--- src/rtl/cpu_controller_pkg.sv ---
// Shared definitions for the SIMPLE RISC controller: FSM state encodings,
// opcode/op field values, mem_cmd codes and one-hot writeback selects.
package cpu_controller_pkg;

   typedef enum logic [4:0] {
      S_RST, S_IF1, S_IF2, S_UPD_PC, S_DECODE,
      S_WR_IMM, S_GET_A, S_GET_B, S_EXEC, S_EXEC_S, S_WR_REG,
      S_ADDR, S_LD_ADDR, S_MRD1, S_MRD2, S_GET_RD, S_PASS, S_MWR,
      S_HALT
   } state_t;

   localparam logic [2:0] OPC_MOV  = 3'b110;
   localparam logic [2:0] OPC_ALU  = 3'b101;
   localparam logic [2:0] OPC_LDR  = 3'b011;
   localparam logic [2:0] OPC_STR  = 3'b100;
   localparam logic [2:0] OPC_HALT = 3'b111;

   localparam logic [1:0] OP_MOVREG = 2'b00;
   localparam logic [1:0] OP_MOVIMM = 2'b10;
   localparam logic [1:0] OP_CMP    = 2'b01;
   localparam logic [1:0] OP_MVN    = 2'b11;

   localparam logic [1:0] MNONE  = 2'b00;
   localparam logic [1:0] MREAD  = 2'b01;
   localparam logic [1:0] MWRITE = 2'b10;

   localparam logic [3:0] VSEL_MDATA = 4'b1000;
   localparam logic [3:0] VSEL_IMM8  = 4'b0100;
   localparam logic [3:0] VSEL_PC    = 4'b0010;
   localparam logic [3:0] VSEL_C     = 4'b0001;

endpackage

--- src/rtl/cpu_controller_instr_dec.sv ---
// Combinational instruction field extraction and immediate sign extension.
module cpu_controller_instr_dec #(
   parameter int RW = 3,
   parameter int DW = 16
) (
   input  logic [DW-1:0] i_ir,
   output logic [2:0]    o_opcode,
   output logic [1:0]    o_op,
   output logic [RW-1:0] o_rn,
   output logic [RW-1:0] o_rd,
   output logic [RW-1:0] o_rm,
   output logic [1:0]    o_sh,
   output logic [DW-1:0] o_sximm8,
   output logic [DW-1:0] o_sximm5
);

   assign o_opcode = i_ir[15:13];
   assign o_op     = i_ir[12:11];
   assign o_rn     = i_ir[8 +: RW];
   assign o_rd     = i_ir[5 +: RW];
   assign o_rm     = i_ir[0 +: RW];
   assign o_sh     = i_ir[4:3];
   assign o_sximm8 = {{(DW-8){i_ir[7]}}, i_ir[7:0]};
   assign o_sximm5 = {{(DW-5){i_ir[4]}}, i_ir[4:0]};

endmodule

--- src/rtl/cpu_controller.sv ---
// SIMPLE RISC control FSM (Moore, one state per cycle) driving the datapath.
// Build option CPU_ILLEGAL_TRAP_EN: undefined encodings halt instead of acting as NOPs.
module cpu_controller
   import cpu_controller_pkg::*;
#(
   parameter int RW = 3,
   parameter int DW = 16
) (
   input  logic          i_clk,
   input  logic          i_rst_n,
   input  logic [DW-1:0] i_ir,
   output logic [3:0]    o_vsel,
   output logic [RW-1:0] o_writenum,
   output logic [RW-1:0] o_readnum,
   output logic          o_write,
   output logic          o_loada,
   output logic          o_loadb,
   output logic          o_loadc,
   output logic          o_loads,
   output logic          o_asel,
   output logic          o_bsel,
   output logic [1:0]    o_shift,
   output logic [1:0]    o_aluop,
   output logic [DW-1:0] o_sximm8,
   output logic [DW-1:0] o_sximm5,
   output logic [1:0]    o_mem_cmd,
   output logic          o_addr_sel,
   output logic          o_load_ir,
   output logic          o_load_pc,
   output logic          o_reset_pc,
   output logic          o_load_addr,
   output logic          o_halted
);

`ifdef CPU_ILLEGAL_TRAP_EN
   localparam state_t S_UNDEF = S_HALT;
`else
   localparam state_t S_UNDEF = S_IF1;
`endif

   state_t          r_state, w_next;
   logic [2:0]      w_opcode;
   logic [1:0]      w_op, w_sh;
   logic [RW-1:0]   w_rn, w_rd, w_rm;

   cpu_controller_instr_dec #(.RW(RW), .DW(DW)) u_dec (
      .i_ir     (i_ir),
      .o_opcode (w_opcode),
      .o_op     (w_op),
      .o_rn     (w_rn),
      .o_rd     (w_rd),
      .o_rm     (w_rm),
      .o_sh     (w_sh),
      .o_sximm8 (o_sximm8),
      .o_sximm5 (o_sximm5)
   );

   always_ff @(posedge i_clk or negedge i_rst_n) begin
      if (!i_rst_n) r_state <= S_RST;
      else          r_state <= w_next;
   end

   // Memory ops decode on opcode alone; the op field is don't-care for LDR/STR.
   always_comb begin
      w_next = r_state;
      unique case (r_state)
         S_RST:     w_next = S_IF1;
         S_IF1:     w_next = S_IF2;
         S_IF2:     w_next = S_UPD_PC;
         S_UPD_PC:  w_next = S_DECODE;
         S_DECODE: begin
            w_next = S_UNDEF;
            case (w_opcode)
               OPC_MOV: begin
                  if (w_op == OP_MOVIMM)      w_next = S_WR_IMM;
                  else if (w_op == OP_MOVREG) w_next = S_GET_B;
               end
               OPC_ALU:          w_next = (w_op == OP_MVN) ? S_GET_B : S_GET_A;
               OPC_LDR, OPC_STR: w_next = S_GET_A;
               OPC_HALT:         w_next = S_HALT;
               default:          w_next = S_UNDEF;
            endcase
         end
         S_GET_A:   w_next = (w_opcode == OPC_ALU) ? S_GET_B : S_ADDR;
         S_GET_B:   w_next = (w_opcode == OPC_ALU && w_op == OP_CMP) ? S_EXEC_S : S_EXEC;
         S_EXEC:    w_next = S_WR_REG;
         S_EXEC_S:  w_next = S_IF1;
         S_WR_REG:  w_next = S_IF1;
         S_WR_IMM:  w_next = S_IF1;
         S_ADDR:    w_next = S_LD_ADDR;
         S_LD_ADDR: w_next = (w_opcode == OPC_LDR) ? S_MRD1 : S_GET_RD;
         S_MRD1:    w_next = S_MRD2;
         S_MRD2:    w_next = S_IF1;
         S_GET_RD:  w_next = S_PASS;
         S_PASS:    w_next = S_MWR;
         S_MWR:     w_next = S_IF1;
         S_HALT:    w_next = S_HALT;
         default:   w_next = S_RST;
      endcase
   end

   // All control outputs are forced low while reset is asserted.
   always_comb begin
      o_vsel      = 4'b0000;
      o_writenum  = '0;
      o_readnum   = '0;
      o_write     = 1'b0;
      o_loada     = 1'b0;
      o_loadb     = 1'b0;
      o_loadc     = 1'b0;
      o_loads     = 1'b0;
      o_asel      = 1'b0;
      o_bsel      = 1'b0;
      o_shift     = 2'b00;
      o_aluop     = 2'b00;
      o_mem_cmd   = MNONE;
      o_addr_sel  = 1'b0;
      o_load_ir   = 1'b0;
      o_load_pc   = 1'b0;
      o_reset_pc  = 1'b0;
      o_load_addr = 1'b0;
      o_halted    = 1'b0;
      if (i_rst_n) begin
         unique case (r_state)
            S_RST:     begin o_reset_pc = 1'b1; o_load_pc = 1'b1; end
            S_IF1:     begin o_addr_sel = 1'b1; o_mem_cmd = MREAD; end
            S_IF2:     begin o_addr_sel = 1'b1; o_mem_cmd = MREAD; o_load_ir = 1'b1; end
            S_UPD_PC:  o_load_pc = 1'b1;
            S_DECODE:  ;
            S_WR_IMM:  begin o_vsel = VSEL_IMM8; o_writenum = w_rn; o_write = 1'b1; end
            S_GET_A:   begin o_readnum = w_rn; o_loada = 1'b1; end
            S_GET_B:   begin o_readnum = w_rm; o_loadb = 1'b1; end
            S_EXEC: begin
               o_loadc = 1'b1;
               o_shift = w_sh;
               if (w_opcode == OPC_MOV) o_asel  = 1'b1;
               else                     o_aluop = w_op;
            end
            S_EXEC_S:  begin o_loads = 1'b1; o_aluop = w_op; o_shift = w_sh; end
            S_WR_REG:  begin o_vsel = VSEL_C; o_writenum = w_rd; o_write = 1'b1; end
            S_ADDR:    begin o_bsel = 1'b1; o_loadc = 1'b1; end
            S_LD_ADDR: o_load_addr = 1'b1;
            S_MRD1:    o_mem_cmd = MREAD;
            S_MRD2: begin
               o_mem_cmd  = MREAD;
               o_vsel     = VSEL_MDATA;
               o_writenum = w_rd;
               o_write    = 1'b1;
            end
            S_GET_RD:  begin o_readnum = w_rd; o_loadb = 1'b1; end
            S_PASS:    begin o_asel = 1'b1; o_loadc = 1'b1; end
            S_MWR:     o_mem_cmd = MWRITE;
            S_HALT:    o_halted = 1'b1;
            default:   ;
         endcase
      end
   end

endmodule

--- config.mk ---
export PLATFORM = sky130hd
export DESIGN_NAME = cpu_controller
export DESIGN_NICKNAME = d
export VERILOG_FILES = /design/src/rtl/cpu_controller_pkg.sv /design/src/rtl/cpu_controller_instr_dec.sv /design/src/rtl/cpu_controller.sv
export SDC_FILE = /design/constraint.sdc
export NUM_CORES = 1
export LEC_CHECK = 0
export ABC_AREA = 1
export CAP_MARGIN = 20
export CORE_UTILIZATION = 31
export DETAILED_ROUTE_END_ITERATION = 10
export PLACE_DENSITY = 0.76
export SLEW_MARGIN = 20
export SYNTH_ARGS = -nofsm -noshare
export SYNTH_HDL_FRONTEND = slang
export SYNTH_SLANG_ARGS = --single-unit
export TNS_END_PERCENT = 10
--- constraint.sdc ---
create_clock -name i_clk -period 1.3 [get_ports i_clk]
set_clock_uncertainty 0.1 [all_clocks]
set_input_delay 0.13 -clock i_clk [delete_from_list [all_inputs] [get_ports i_clk]]
set_output_delay 0.13 -clock i_clk [all_outputs]
set_load 0.02 [all_outputs]
==> results of run 1 <==
## critical path, stage by stage (launching register included)
cell and delay [ns]:
dfrtp_2 0.46, inv_2 0.10, nand2_4 0.08, nor2_4 0.11
nand2_2 0.06, inv_2 0.06, nand2_1 0.08, a21oi_4 0.16
buf_6 0.13
## cells in the mapped netlist (all sizes together)
| cell type | instances |
|---|---|
| nand3 | 20 |
| clkbuf | 2 |
| a31oi | 2 |
| inv | 28 |
| a21oi | 9 |
| clkinv | 2 |
| o21ai | 5 |
| conb | 1 |
| buf | 33 |
| nor4 | 1 |
| nor3 | 3 |
| nand2 | 44 |
| nor2 | 29 |
| dfrtp | 5 |
| nand4 | 5 |
## power breakdown
part	leakage (nW)	switching [W]	internal, W
clock	0.0150	0.0000786	0.000117
combinational	1.08	0.00137	0.00115
sequential	0.0580	0.000146	0.000231
## through the flow
step	setup WS [ns]	hold slack (ns)	cells	util [%]
2_1_floorplan	-0.124	-0.266	189	-
3_3_place_gp	-0.662	0.361	323	66.0
3_5_place_dp	-0.673	0.365	323	66.0
4_1_cts	-0.429	0.103	332	69.8
5_1_grt	-0.506	0.121	335	72.7
6_report	-0.445	0.0971	335	72.7
## cell type report
type / instances / area, um2 / share of cell area (%)
Timing Repair Buffer: 133 / 1150 / 50.4
Sequential cell: 5 / 131 / 5.73
Inverter: 30 / 125 / 5.46
Clock buffer: 4 / 26.3 / 1.15
Tap cell: 44 / 55.1 / 2.40
Multi-Input combinational cell: 119 / 800 / 34.9
## timing repair
item | CTS | global route
resized for setup | 240 | 31
setup buffers | 5 | 3
pin swaps | 9 | 6
setup endpoints to repair | 65 | 52
## worst paths after layout
| kind | startpoint | end | slack [ns] |
|---|---|---|---|
| max | r_state[0] | o_writenum[0] | -0.44 |
| min | i_rst_n | r_state[3] | 0.1 |
| max reg2reg | r_state[1] | r_state[0] | -0.23 |
| min reg2reg | r_state[3] | r_state[0] | 0.77 |
| max in group asynchronous | i_rst_n | r_state[0] | 0.84 |
| min in group i_clk | i_ir[15] | r_state[2] | 0.57 |
## layer usage
metal | global-route usage, % | routed length (um) | up-vias
li1 | - | - | 771
met4 | 13.6 | 92 | 0
met5 | 0 | 0 | -
met1 | 25.8 | 1810 | 750
met2 | 45.7 | 2510 | 61
met3 | 4.05 | 188 | 12
## cells by family after synthesis
logic type             after synthesis  synth area share (%)
and+or+nand+nor                    102                  45.5
buffers and inverters               65                  34.7
AOI/OAI and AO/OA                   16                  7.75
DFF                                  5                  11.8
other                                1                 0.352
==> impl_metrics.ini, run 1 <==
[clock_network]
cts_max_level = 1
postCtsHoldBufs = 0
clk_latency_worst_skew_pair_ns = 0.26
max-clock-path-buffers = 2
cts_made_buffers = 3
clockRootBuffer = clkbuf_4
cts_tree = built
path_clk_slew_ns = 0.05
numClockSinks = 5

[sta]
setup_violations = 33
max_transition_viols_final = 0
timing_hold_violations_final = 0
final.period_utilization_pct = 134
fin_crit_ns = 1.74
setup_tns_ns = -11.79
rsz_0062_raised_after_global_routing = yes
max_clock_freq_mhz = 573
final.setup.worst_slack_ns = -0.445

[logic_synthesis]
synth.lib_cells_used.distinct = 23
syn-instance-count = 189
synth_fp_nets = 207
netlist_top_cells_area = buf_4, nand2_1, dfrtp_1
synth_warn = 0
yosysTopAreaCell = buf_4
syn-cell-area_um2 = 1060
netlist.area_leader.share_pct = 23.3
post_synth.cell_area_avg_um2 = 5.63
yosys_register_bits = 5
sequential_to_total_area_share_from_yosys_stat_pct = 11.8

[finish]
most-common-layout-cells = buf_4, nand2_1, nor2_1
syn_to_final_growth_pct = 115
reg_top3 = r_state: 5 flops
layout-drive-gt1-share_pct = 56.4
fillerInstances = 257
num-nets-final = 310
n_antenna_cell = 0
final_cell_area_um2 = 2290
largest_reg_flops = 5
commonest_non_fill_non_tap_cell_in_the_layout = buf_4
largest_register = r_state

[power_and_ir_drop]
total_power_per_unit_cell_area_nw_per_um2 = 1350
leakagePower_nw = 1.15
irDropWorstVdd_v = 0.000637
total_power_w = 0.00309

[floorplanning]
floorplan.initialDensity_pct = 33.8
die_width_um = 60.6
core_box_area_um2 = 3150
pin_count = 79
die_area_um2 = 3670
die_height_um = 60.6
rows = 20

[global_route]
grt_start_max_net_pins = 19
grt_pass1_wl_um = 6620
globalRouteOverflowTotal = 0
groute.usage.overall_pct = 24.4
grt_pass1_vias = 1534
number_of_antenna_violations_at_the_first_check_in_global_routing = 0

[status]
run_status = finished with violations
failed_checks = setup timing

[worst_setup_path]
type_of_destination_of_the_critical_path = output pin
timing.critical_path.arrival_ns = 1.51
startpoint_type_of_the_worst_setup_path = flop
maximum_fanout_along_the_worst_path = 4
path_class = reg -> out
worst_reg2reg_path_length_in_cells = 9
required_ns = 1.07

[place]
place_area_um2 = 2080
detail_placement_hpwl_um = 3200
port_buffers = 77
gpl_wtd_cong = 0.858

[worst_hold_path]
worst_hold_path_type = in -> async

[detailed_routing]
dr.pass1.iters = 4
first_iter_violations = 61
drt_wl_total_um = 4600
route.detailed.vias_per_inst = 4.76
post-route-drc-count = 0
drt-wirelength-per-cell_um = 13.7
vias_post_dr = 1594
route.antenna.remaining_nets = 0

[job]
cap_violations = 0
No activity file was read; power rests on OpenSTA's default activity.
==> inputs of run 2 (changes only) <==
CORE_ASPECT_RATIO = 1.2   (was default)
RECOVER_POWER = 50   (was default)
TNS_END_PERCENT = default   (was 10)
==> run 2 against run 1 <==
Against the previous run: the flow still finishes with violations (setup timing); sequential cell count did not move; combinational power rose by 29%; global-route usage fell by 0.68 points; worst setup slack got worse by 0.067 ns; design area rose by 13%; first-iteration DRC count rose by 41%.
==> impl_metrics.ini, run 2 (same netlist as run 1, synthesis figures left out) <==
[place]
detail_placement_hpwl_um = 3010
place_ws_ns = -0.695
gpl_wtd_cong = 0.887
port_buffers = 77
placed_cells = 313

[clock_network]
cts_made_buffers = 3
cts_tree = built
numClockSinks = 5
path_clk_slew_ns = 0.05
max-clock-path-buffers = 2
clk_latency_worst_skew_pair_ns = 0.26
postCtsHoldBufs = 0
cts_max_level = 1
clockRootBuffer = clkbuf_4

[sta]
setup_violations = 40
rsz_0062_raised_after_global_routing = yes
timing_hold_violations_final = 0
max_clock_freq_mhz = 552
fin_crit_ns = 1.81
final.setup.worst_slack_ns = -0.512
final.period_utilization_pct = 139
max_transition_viols_final = 0

[worst_hold_path]
worst_hold_path_type = in -> async

[finish]
num-nets-final = 320
reg_top3 = r_state: 5 flops
largest_register = r_state
commonest_non_fill_non_tap_cell_in_the_layout = buf_4
largest_reg_flops = 5
most-common-layout-cells = buf_4, buf_6, nand2_2
fillerInstances = 212
layout-drive-gt1-share_pct = 69.4
multi_input_combinational_cell_area_um2 = 1000
syn_to_final_growth_pct = 144
stdcell_count = 337
n_antenna_cell = 0
layout.area.seq_um2 = 131

[detailed_routing]
detail_route.wirelength.met1_um = 1900
met3RoutedLength_um = 295
route.detailed.vias_per_inst = 5.16
drt-wirelength-per-cell_um = 16.8
vias_post_dr = 1739
post-route-drc-count = 0
detailroute.wirelength.met2_um = 3130
dr.pass1.iters = 4
first_iter_violations = 86
top_layer = met4
route.antenna.remaining_nets = 0
drt_wl_total_um = 5650

[status]
failed_checks = setup timing
run_status = finished with violations

[worst_setup_path]
worst_reg2reg_path_length_in_cells = 8
crit_end = o_readnum[0]
setup.worst_path.start = r_state[0]
ff2ff_setup_slack_ns = -0.35
worstReg2RegEnd = r_state[4]
startpoint_type_of_the_worst_setup_path = flop
required_ns = 1.07
path_class = reg -> out
timing.critical_path.arrival_ns = 1.58
maximum_fanout_along_the_worst_path = 4
type_of_destination_of_the_critical_path = output pin
worstReg2RegStart = r_state[4]

[power_and_ir_drop]
leakagePower_nw = 1.28
irDropWorstVdd_v = 0.00106
total_power_per_unit_cell_area_nw_per_um2 = 1480

[floorplanning]
die_width_um = 55.5
pin_count = 79
die_height_um = 66.2
core_box_area_um2 = 3170
rows = 22
floorplan.initialDensity_pct = 33.6
die_area_um2 = 3670

[global_route]
number_of_antenna_violations_at_the_first_check_in_global_routing = 0
grt_pass1_wl_um = 6890
grt_start_max_net_pins = 12
groute.usage.overall_pct = 23.7
grt_pass1_vias = 1518
globalRouteOverflowTotal = 0

[job]
cap_violations = 0
[run 2: changes by cell type in the layout (fill, tap and decap cells not counted), sizes merged]
cell	before	now
clkdlybuf4s15	16	1
dlygate4sd3	0	1
buf	88	103
clkdlybuf4s50	16	15
clkbuf	4	10
dlygate4sd2	13	17
[run 2: worst min path at each step]
stage          startpoint         end  slack, ns  depth (start not counted)
6_report          i_rst_n  r_state[4]       0.17                          2
5_1_grt           i_rst_n  r_state[0]       0.21                          2
4_1_cts           i_rst_n  r_state[4]       0.11                          2
2_1_floorplan     i_rst_n  r_state[0]      -0.27                          0
3_5_place_dp      i_rst_n  r_state[0]       0.36                          2
3_3_place_gp      i_rst_n  r_state[0]       0.36                          2
[run 2: cell type report]
class                   instances  area share, %
clock buffers                   4           1.01
inverters                      30           5.69
multi-input cells             119           38.6
flip-flops and latches          5           5.06
well taps                      36           1.74
repair buffers                143           47.9
[run 2: repair_timing]
| item | 4_1_cts | 5_1_grt |
|---|---|---|
| setup endpoints to repair | 65 | 36 |
| pin swaps | 18 | 18 |
| buffers inserted | 12 | 10 |
| resized for setup | 286 | 63 |
| cloned | 0 | 0 |
[run 2: critical path, stage by stage (launching register included)]
cell	delay, ns
dfrtp_2	0.47
inv_4	0.11
nand2_4	0.08
buf_6	0.14
nor2_4	0.18
nand2_2	0.08
nand3_2	0.06
nand2_1	0.06
inv_2	0.06
buf_6	0.10
[run 2: through the flow]
step	hold WS (ns)	TNS [ns]	power (W)	utilization (%)	area, um2
global placement	0.362	-26.19	0.00229	65.7	2080
CTS	0.107	-10.51	0.00300	73.3	2320
detailed placement	0.362	-27.18	0.00232	65.7	2080
finish	0.174	-13.57	0.00383	82.0	2590
global route	0.213	-15.61	0.00399	82.0	2590
floorplan	-0.266	-1.66	0.00138	-	1170
[run 2: metal layers]
layer  track usage, %  up-vias
li1                 -      783
met5                0        -
met2             48.3      100
met3             2.94       33
met1             22.9      823
met4             12.8        0
[run 2: where the power goes]
group	internal (W)	total, W	switching (W)
Clock	0.000117	0.000194	0.0000767
Sequential	0.000230	0.000394	0.000163
Combinational	0.00151	0.00325	0.00174
Total	0.00186	0.00383	0.00198
